==> config.mk <==
export PLATFORM = sky130hd
export DESIGN_NAME = i2c_bit_engine_flat
export DESIGN_NICKNAME = d
export VERILOG_FILES = /design/src/rtl/i2c_bit_engine_if.sv /design/src/rtl/i2c_bit_engine.sv /design/src/flat_wrapper.sv
export SDC_FILE = /design/constraint.sdc
export NUM_CORES = 1
export LEC_CHECK = 0
export BUFFER_PORTS_ARGS = -buffer_cell sky130_fd_sc_hd__buf_4
export CELL_PAD_IN_SITES_DETAIL_PLACEMENT = 0
export CELL_PAD_IN_SITES_GLOBAL_PLACEMENT = 1
export CORE_UTILIZATION = 43
export DETAILED_ROUTE_END_ITERATION = 6
export GPL_TIMING_DRIVEN = 0
export PLACE_DENSITY_LB_ADDON = 0.1
export SLEW_MARGIN = 10
export SYNTH_ARGS = -nofsm -noshare
export SYNTH_HDL_FRONTEND = slang
export SYNTH_SLANG_ARGS = --single-unit
==> constraint.sdc <==
create_clock -name clk -period 2.35 [get_ports clk]
set_input_delay 0.1175 -clock clk [delete_from_list [all_inputs] [get_ports clk]]
set_output_delay 0.1175 -clock clk [all_outputs]
set_load 0.05 [all_outputs]
==> src/rtl/i2c_bit_engine_if.sv <==
// Command handshake between the byte-level controller and the bit engine.
// The controller is the master; the engine is the slave.
interface i2c_bit_engine_if #(
    parameter int PRESCALE_W = 16
);
    logic [PRESCALE_W-1:0] prescale;
    logic                  cmd_valid;
    logic                  cmd_ready;
    logic [1:0]            cmd;
    logic                  cmd_din;
    logic                  done;
    logic                  dout;
    logic                  al;

    modport master (
        output prescale, cmd_valid, cmd, cmd_din,
        input  cmd_ready, done, dout, al
    );

    modport slave (
        input  prescale, cmd_valid, cmd, cmd_din,
        output cmd_ready, done, dout, al
    );
endinterface

==> src/rtl/i2c_bit_engine.sv <==
// Bit-level I2C master: one START/STOP/WRITE/READ per command, four
// quarter-bit phases each, with stretching, arbitration and busy tracking.
module i2c_bit_engine #(
    parameter int PRESCALE_W = 16
) (
    input  logic            clk,
    input  logic            rst,
    i2c_bit_engine_if.slave cmd_if,
    output logic            busy,
    input  logic            scl_in,
    output logic            scl_out,
    output logic            scl_oen,
    input  logic            sda_in,
    output logic            sda_out,
    output logic            sda_oen
);
    typedef enum logic [2:0] {
        IDLE, PH_A, PH_B, PH_C, PH_D
    } state_t;

    localparam logic [1:0] C_START = 2'b00;
    localparam logic [1:0] C_STOP  = 2'b01;
    localparam logic [1:0] C_WRITE = 2'b10;
    localparam logic [1:0] C_READ  = 2'b11;

    state_t                state, state_n;
    logic [PRESCALE_W-1:0] pre_r, cnt;
    logic [1:0]            cmd_r, c_sel;
    logic                  din_r, d_sel;
    logic [1:0]            scl_sync, sda_sync;
    logic                  scl_s, sda_s, scl_q, sda_q;
    logic [1:0]            scl_age;
    logic [1:0]            lvl_n;
    logic                  accept, stall, phase_end, arb;

    assign scl_out = 1'b0;
    assign sda_out = 1'b0;
    assign scl_s   = scl_sync[1];
    assign sda_s   = sda_sync[1];

    assign cmd_if.cmd_ready = (state == IDLE);
    assign accept = cmd_if.cmd_valid && (state == IDLE);

    // Stretch is only trusted once the synchroniser has seen our release.
    assign stall = (state == PH_B) && !scl_s && (scl_age == 2'd2);
    assign phase_end = (state != IDLE) && !stall && (cnt == pre_r);

    assign arb = phase_end && !sda_s &&
        (((state == PH_B) && (cmd_r == C_START)) ||
         (((state == PH_B) || (state == PH_C)) &&
          (cmd_r == C_WRITE) && din_r));

    // Two-flop synchronisers plus one delayed copy for edge detection.
    always_ff @(posedge clk) begin
        if (rst) begin
            scl_sync <= 2'b11;
            sda_sync <= 2'b11;
            scl_q    <= 1'b1;
            sda_q    <= 1'b1;
        end else begin
            scl_sync <= {scl_sync[0], scl_in};
            sda_sync <= {sda_sync[0], sda_in};
            scl_q    <= scl_s;
            sda_q    <= sda_s;
        end
    end

    // Cycles since SCL was released, saturating at the sync latency.
    always_ff @(posedge clk) begin
        if (rst || !scl_oen) begin
            scl_age <= 2'd0;
        end else if (scl_age != 2'd2) begin
            scl_age <= scl_age + 2'd1;
        end
    end

    // Phase state register.
    always_ff @(posedge clk) begin
        if (rst) begin
            state <= IDLE;
        end else begin
            state <= state_n;
        end
    end

    // Next phase and the line levels that phase drives, as {sda, scl}.
    always_comb begin
        state_n = state;
        c_sel   = accept ? cmd_if.cmd : cmd_r;
        d_sel   = accept ? cmd_if.cmd_din : din_r;
        lvl_n   = {sda_oen, scl_oen};
        unique case (state)
            IDLE: if (accept) state_n = PH_A;
            PH_A: if (phase_end) state_n = PH_B;
            PH_B: begin
                if (arb) state_n = IDLE;
                else if (phase_end) state_n = PH_C;
            end
            PH_C: begin
                if (arb) state_n = IDLE;
                else if (phase_end) state_n = PH_D;
            end
            PH_D: if (phase_end) state_n = IDLE;
            default: state_n = IDLE;
        endcase
        unique case (state_n)
            PH_A: begin
                unique case (c_sel)
                    C_START: lvl_n = 2'b11;
                    C_STOP:  lvl_n = 2'b00;
                    C_WRITE: lvl_n = {d_sel, 1'b0};
                    default: lvl_n = 2'b10;
                endcase
            end
            PH_B, PH_C: begin
                unique case (c_sel)
                    C_START: lvl_n = (state_n == PH_B) ? 2'b11 : 2'b01;
                    C_STOP:  lvl_n = 2'b01;
                    C_WRITE: lvl_n = {d_sel, 1'b1};
                    default: lvl_n = 2'b11;
                endcase
            end
            PH_D: begin
                unique case (c_sel)
                    C_START: lvl_n = 2'b00;
                    C_STOP:  lvl_n = 2'b11;
                    C_WRITE: lvl_n = {d_sel, 1'b0};
                    default: lvl_n = 2'b10;
                endcase
            end
            default: lvl_n = {sda_oen, scl_oen};
        endcase
    end

    // Command latch, quarter counter, line drive and status pulses.
    always_ff @(posedge clk) begin
        if (rst) begin
            pre_r          <= '0;
            cmd_r          <= C_START;
            din_r          <= 1'b0;
            cnt            <= '0;
            sda_oen        <= 1'b1;
            scl_oen        <= 1'b1;
            cmd_if.done    <= 1'b0;
            cmd_if.al      <= 1'b0;
            cmd_if.dout    <= 1'b0;
        end else begin
            if (accept) begin
                pre_r <= cmd_if.prescale;
                cmd_r <= cmd_if.cmd;
                din_r <= cmd_if.cmd_din;
            end
            if ((state == IDLE) || phase_end) begin
                cnt <= '0;
            end else if (!stall) begin
                cnt <= cnt + 1'b1;
            end
            if (arb) begin
                {sda_oen, scl_oen} <= 2'b11;
            end else begin
                {sda_oen, scl_oen} <= lvl_n;
            end
            if ((state == PH_B) && phase_end && (cmd_r == C_READ)) begin
                cmd_if.dout <= sda_s;
            end
            cmd_if.done <= (state == PH_D) && phase_end;
            cmd_if.al   <= arb;
        end
    end

    // Bus busy from START/STOP conditions seen on the synchronised lines.
    always_ff @(posedge clk) begin
        if (rst) begin
            busy <= 1'b0;
        end else if (scl_s && scl_q && sda_q && !sda_s) begin
            busy <= 1'b1;
        end else if (scl_s && scl_q && !sda_q && sda_s) begin
            busy <= 1'b0;
        end
    end
endmodule

==> src/flat_wrapper.sv <==
// flat-port wrapper written by rule: the top's interface ports become plain ports
module i2c_bit_engine_flat 
#(
    parameter int PRESCALE_W = 16
)
  (clk, rst, busy, scl_in, scl_out, scl_oen, sda_in, sda_out, sda_oen, cmd_if_prescale, cmd_if_cmd_valid, cmd_if_cmd, cmd_if_cmd_din, cmd_if_cmd_ready, cmd_if_done, cmd_if_dout, cmd_if_al);
  i2c_bit_engine_if #(.PRESCALE_W(PRESCALE_W)) cmd_if_i ();
  input  logic clk;
  input  logic rst;
  output logic busy;
  input  logic scl_in;
  output logic scl_out;
  output logic scl_oen;
  input  logic sda_in;
  output logic sda_out;
  output logic sda_oen;
  input wire logic [$bits(cmd_if_i.prescale)-1:0] cmd_if_prescale;
  input wire logic [$bits(cmd_if_i.cmd_valid)-1:0] cmd_if_cmd_valid;
  input wire logic [$bits(cmd_if_i.cmd)-1:0] cmd_if_cmd;
  input wire logic [$bits(cmd_if_i.cmd_din)-1:0] cmd_if_cmd_din;
  output wire logic [$bits(cmd_if_i.cmd_ready)-1:0] cmd_if_cmd_ready;
  output wire logic [$bits(cmd_if_i.done)-1:0] cmd_if_done;
  output wire logic [$bits(cmd_if_i.dout)-1:0] cmd_if_dout;
  output wire logic [$bits(cmd_if_i.al)-1:0] cmd_if_al;
  assign cmd_if_i.prescale = cmd_if_prescale;
  assign cmd_if_i.cmd_valid = cmd_if_cmd_valid;
  assign cmd_if_i.cmd = cmd_if_cmd;
  assign cmd_if_i.cmd_din = cmd_if_cmd_din;
  assign cmd_if_cmd_ready = cmd_if_i.cmd_ready;
  assign cmd_if_done = cmd_if_i.done;
  assign cmd_if_dout = cmd_if_i.dout;
  assign cmd_if_al = cmd_if_i.al;
  i2c_bit_engine #(.PRESCALE_W(PRESCALE_W)) u_core (.clk(clk), .rst(rst), .cmd_if(cmd_if_i), .busy(busy), .scl_in(scl_in), .scl_out(scl_out), .scl_oen(scl_oen), .sda_in(sda_in), .sda_out(sda_out), .sda_oen(sda_oen));
endmodule
==> impl_metrics.yaml <==
synthesis:
  synth_edf_count: 0
  ys_ff_latch: 52
  ys_seq_area_share_pct: 41.96
  avgSynthCellArea_um2: 8.585
  synth_cell_types: 53
  ys.flop_type: "dfxtp_1"
  yosys_warnings: 0
  syn_area_um2: 2481
  syn_inst: 289
  async_reset_ff_share_pct: 0
power:
  p_total_mw: 1.978
  powerDensity_nw_per_um2: 665.5
  power.leakage_nw: 1.167
  peakVddDrop_mv: 0.2936
clocking:
  cts_tree: "yes"
  clockBufferDepth: 2
  root_buffer: "clkbuf_8"
  cts_max_level: 2
  clock-sinks: 52
  cts_buffers: 5
  clkLatencyLatePin_ns: 0.30
  clk_pin_slew_ns: 0.09
worst_setup_path:
  startpoint_type: "flop"
  cp.buffers_inverters: 1
  critPathTopFamily: "simple AND/OR/NAND/NOR gates"
  r2r_end: "u_core.sda_oen"
  path_cells: "nor3_4, and2_2, buf_4, mux2_2, o21ai_0, nor2_1, o31ai_1, o211ai_2"
  slowest_stage: "nor3_4"
  critPathArrivalTime_ns: 2.40
  r2r_cells: 8
  cp-end-kind: "flop"
  worstReg2RegStart: "u_core.state[0]"
  rrSetupSlack_ns: 0.13
  required_ns: 2.52
  crit_type: "reg -> reg"
  path_max_fanout: 10
  max_stage_delay_ns: 0.44
worst_hold_path:
  min_from: "cmd_if_prescale[2]"
  min_path_cells: 3
  min_to: "u_core.pre_r[2]"
  hold_class: "in -> reg"
timing:
  report.final.setup_viol: 0
  hold_viol_final: 0
  setup_ws_ns: 0.1279
  slew_headroom_pct: 63.32
  fin_tns_setup_ns: 0
  grt_setup_unrepaired: "no"
  period_needed_ns: 2.222
  worstMarginPinSlew_ns: 0.5501
  fmax_mhz: 450.0
  slew_violations: 0
  fin_skew_ns: 0.008783
  fin_crit_sh_pct: 94.56
detailed_routing:
  vias: 2010
  wire_per_inst_um: 12.66
  routed_via_density: 5.000
  remaining_drc_errors: 0
  ant_nets: 0
  drt_iter0_drc: 64
  wl_um: 5088
  first_pass_iters: 4
floorplanning:
  start_util_pct: 44.78
  die_h_um: 77.96
  ioPinCount: 33
  coreArea_um2: 5540
  num_rows: 27
  die_w_um: 77.96
  die_area_um2: 6078
global_route:
  grt_util_all_layers_pct: 17.95
  grt_max_degree: 16
  grt.overflow.total: 0
  antenna_found_initial: 0
  grt_pass1_vias: 1829
  grt_pass1_wl_um: 8487
placement:
  place_ws_ns: 0.04837
  gp_congestion: 0.7753
  port_buffers: 29
  hpwl_um: 4007
cells_and_area:
  final_nets: 355
  final_layout_size_suffix_gt1_share_pct: 21.21
  nFillCells: 549
  area_growth_pct: 19.77
  num_antenna_cells: 0
  mostFrequentLayoutCells: "51 x dfxtp_1, 47 x nand2_1, 38 x nor2_1, 33 x buf_4, 25 x a21oi_1"
  layout_commonest_cell: "dfxtp_1"
status:
  status: "finished, final reports clean"
job:
  cap_violations: 0
## through the flow
step,util [%],cells,instance area [um^2],hold slack [ns]
floorplan,-,290,2491,0.2213
global placement,50.52,391,2799,0.3016
detailed placement,50.52,391,2799,0.3054
CTS,52.57,401,2913,0.05385
global route,53.64,402,2972,0.04717
finish,53.64,402,2972,0.05895
## cell families after synthesis
logic type | count (synthesis) | synth area share, %
AND/OR/NAND/NOR | 137 | 29.10
other | 1 | 0.1511
multiplexers | 7 | 3.026
flip-flops | 52 | 41.96
AO/OA/AOI/OAI | 40 | 9.481
buffers and inverters | 18 | 3.984
adder cells (fa/ha/maj) | 2 | 1.008
XOR/XNOR | 32 | 11.30
## what timing repair did
action | 4_1_cts | 5_1_grt
endpoints found under the setup margin | 0 | 13
resized for setup | 0 | 8
hold buffers | 2 | 0
endpoints found under the hold margin | 2 | 0
buffers inserted | 0 | 1
## power breakdown
group	switching [mW]	internal [mW]
sequential	0.0453	0.940
clock	0.279	0.240
combinational	0.273	0.202
## synthesized netlist by cell type, types with 2 or more instances
cell,n,area [um^2]
mux2i_1,5,50.05
inv_1,4,15.01
dfxtp_1,52,1041
or2_2,6,37.54
xnor2_1,14,122.6
ha_1,2,25.02
nor3_2,2,20.02
nand3_1,5,25.02
nand2b_1,4,25.02
clkbuf_1,5,18.77
nand4_1,8,50.05
a21oi_1,25,125.1
and3_1,4,25.02
and2_1,2,12.51
a2bb2oi_1,2,17.52
xor2_1,18,157.7
buf_6,2,22.52
nand2_1,47,176.4
buf_4,3,22.52
nor3_1,3,15.01
buf_2,4,20.02
nor2_1,38,142.6
o21ai_0,4,20.02
## area by class of cell
| type | count | area [um^2] | area share (%) |
|---|---|---|---|
| multi-input cells | 220 | 1401 | 47.16 |
| flip-flops and latches | 52 | 1042 | 35.07 |
| repair buffers | 32 | 245.2 | 8.253 |
| well taps | 72 | 90.09 | 3.032 |
| clock buffers | 7 | 86.33 | 2.905 |
| plain buffers | 14 | 83.83 | 2.821 |
| inverters | 4 | 15.01 | 0.5053 |
| clock inverters | 1 | 7.507 | 0.2526 |
## state kept, by name, indices dropped and copies added, names as in the netlist, 2 cells and up
signal           cells
u_core.cnt          16
u_core.pre_r        16
u_core.state         3
u_core.cmd_r         2
u_core.scl_age       2
u_core.scl_sync      2
u_core.sda_sync      2
## worst register-to-register path, stage by stage (launching register included)
cell and delay [ns]:
dfxtp_1 0.42, nor3_4 0.44, and2_2 0.27, buf_4 0.18, mux2_2 0.38, o21ai_0 0.15
nor2_1 0.06, o31ai_1 0.10, o211ai_2 0.12
## worst max-delay path by stage
stage	start	endpoint	slack (ns)	cells past startpoint
2_1_floorplan	u_core.state[1]	u_core.sda_oen	0.04	9
6_report	u_core.state[0]	u_core.sda_oen	0.13	8
4_1_cts	u_core.scl_age[0]	u_core.sda_oen	0.03	9
5_1_grt	u_core.cnt[2]	u_core.sda_oen	0.001	8
3_3_place_gp	u_core.scl_age[0]	u_core.sda_oen	0.09	9
3_5_place_dp	u_core.scl_age[0]	u_core.sda_oen	0.05	9
## routing by layer
| layer | part of all wire, % | track usage, % | vias up |
|---|---|---|---|
| met3 | 2.1 | 3.529 | 4 |
| li1 | - | - | 1051 |
| met2 | 50 | 31.42 | 26 |
| met4 | 0.94 | 5.556 | 0 |
| met5 | 0 | 0 | - |
| met1 | 47 | 22.09 | 929 |
No activity file was read; power rests on OpenSTA's default activity.
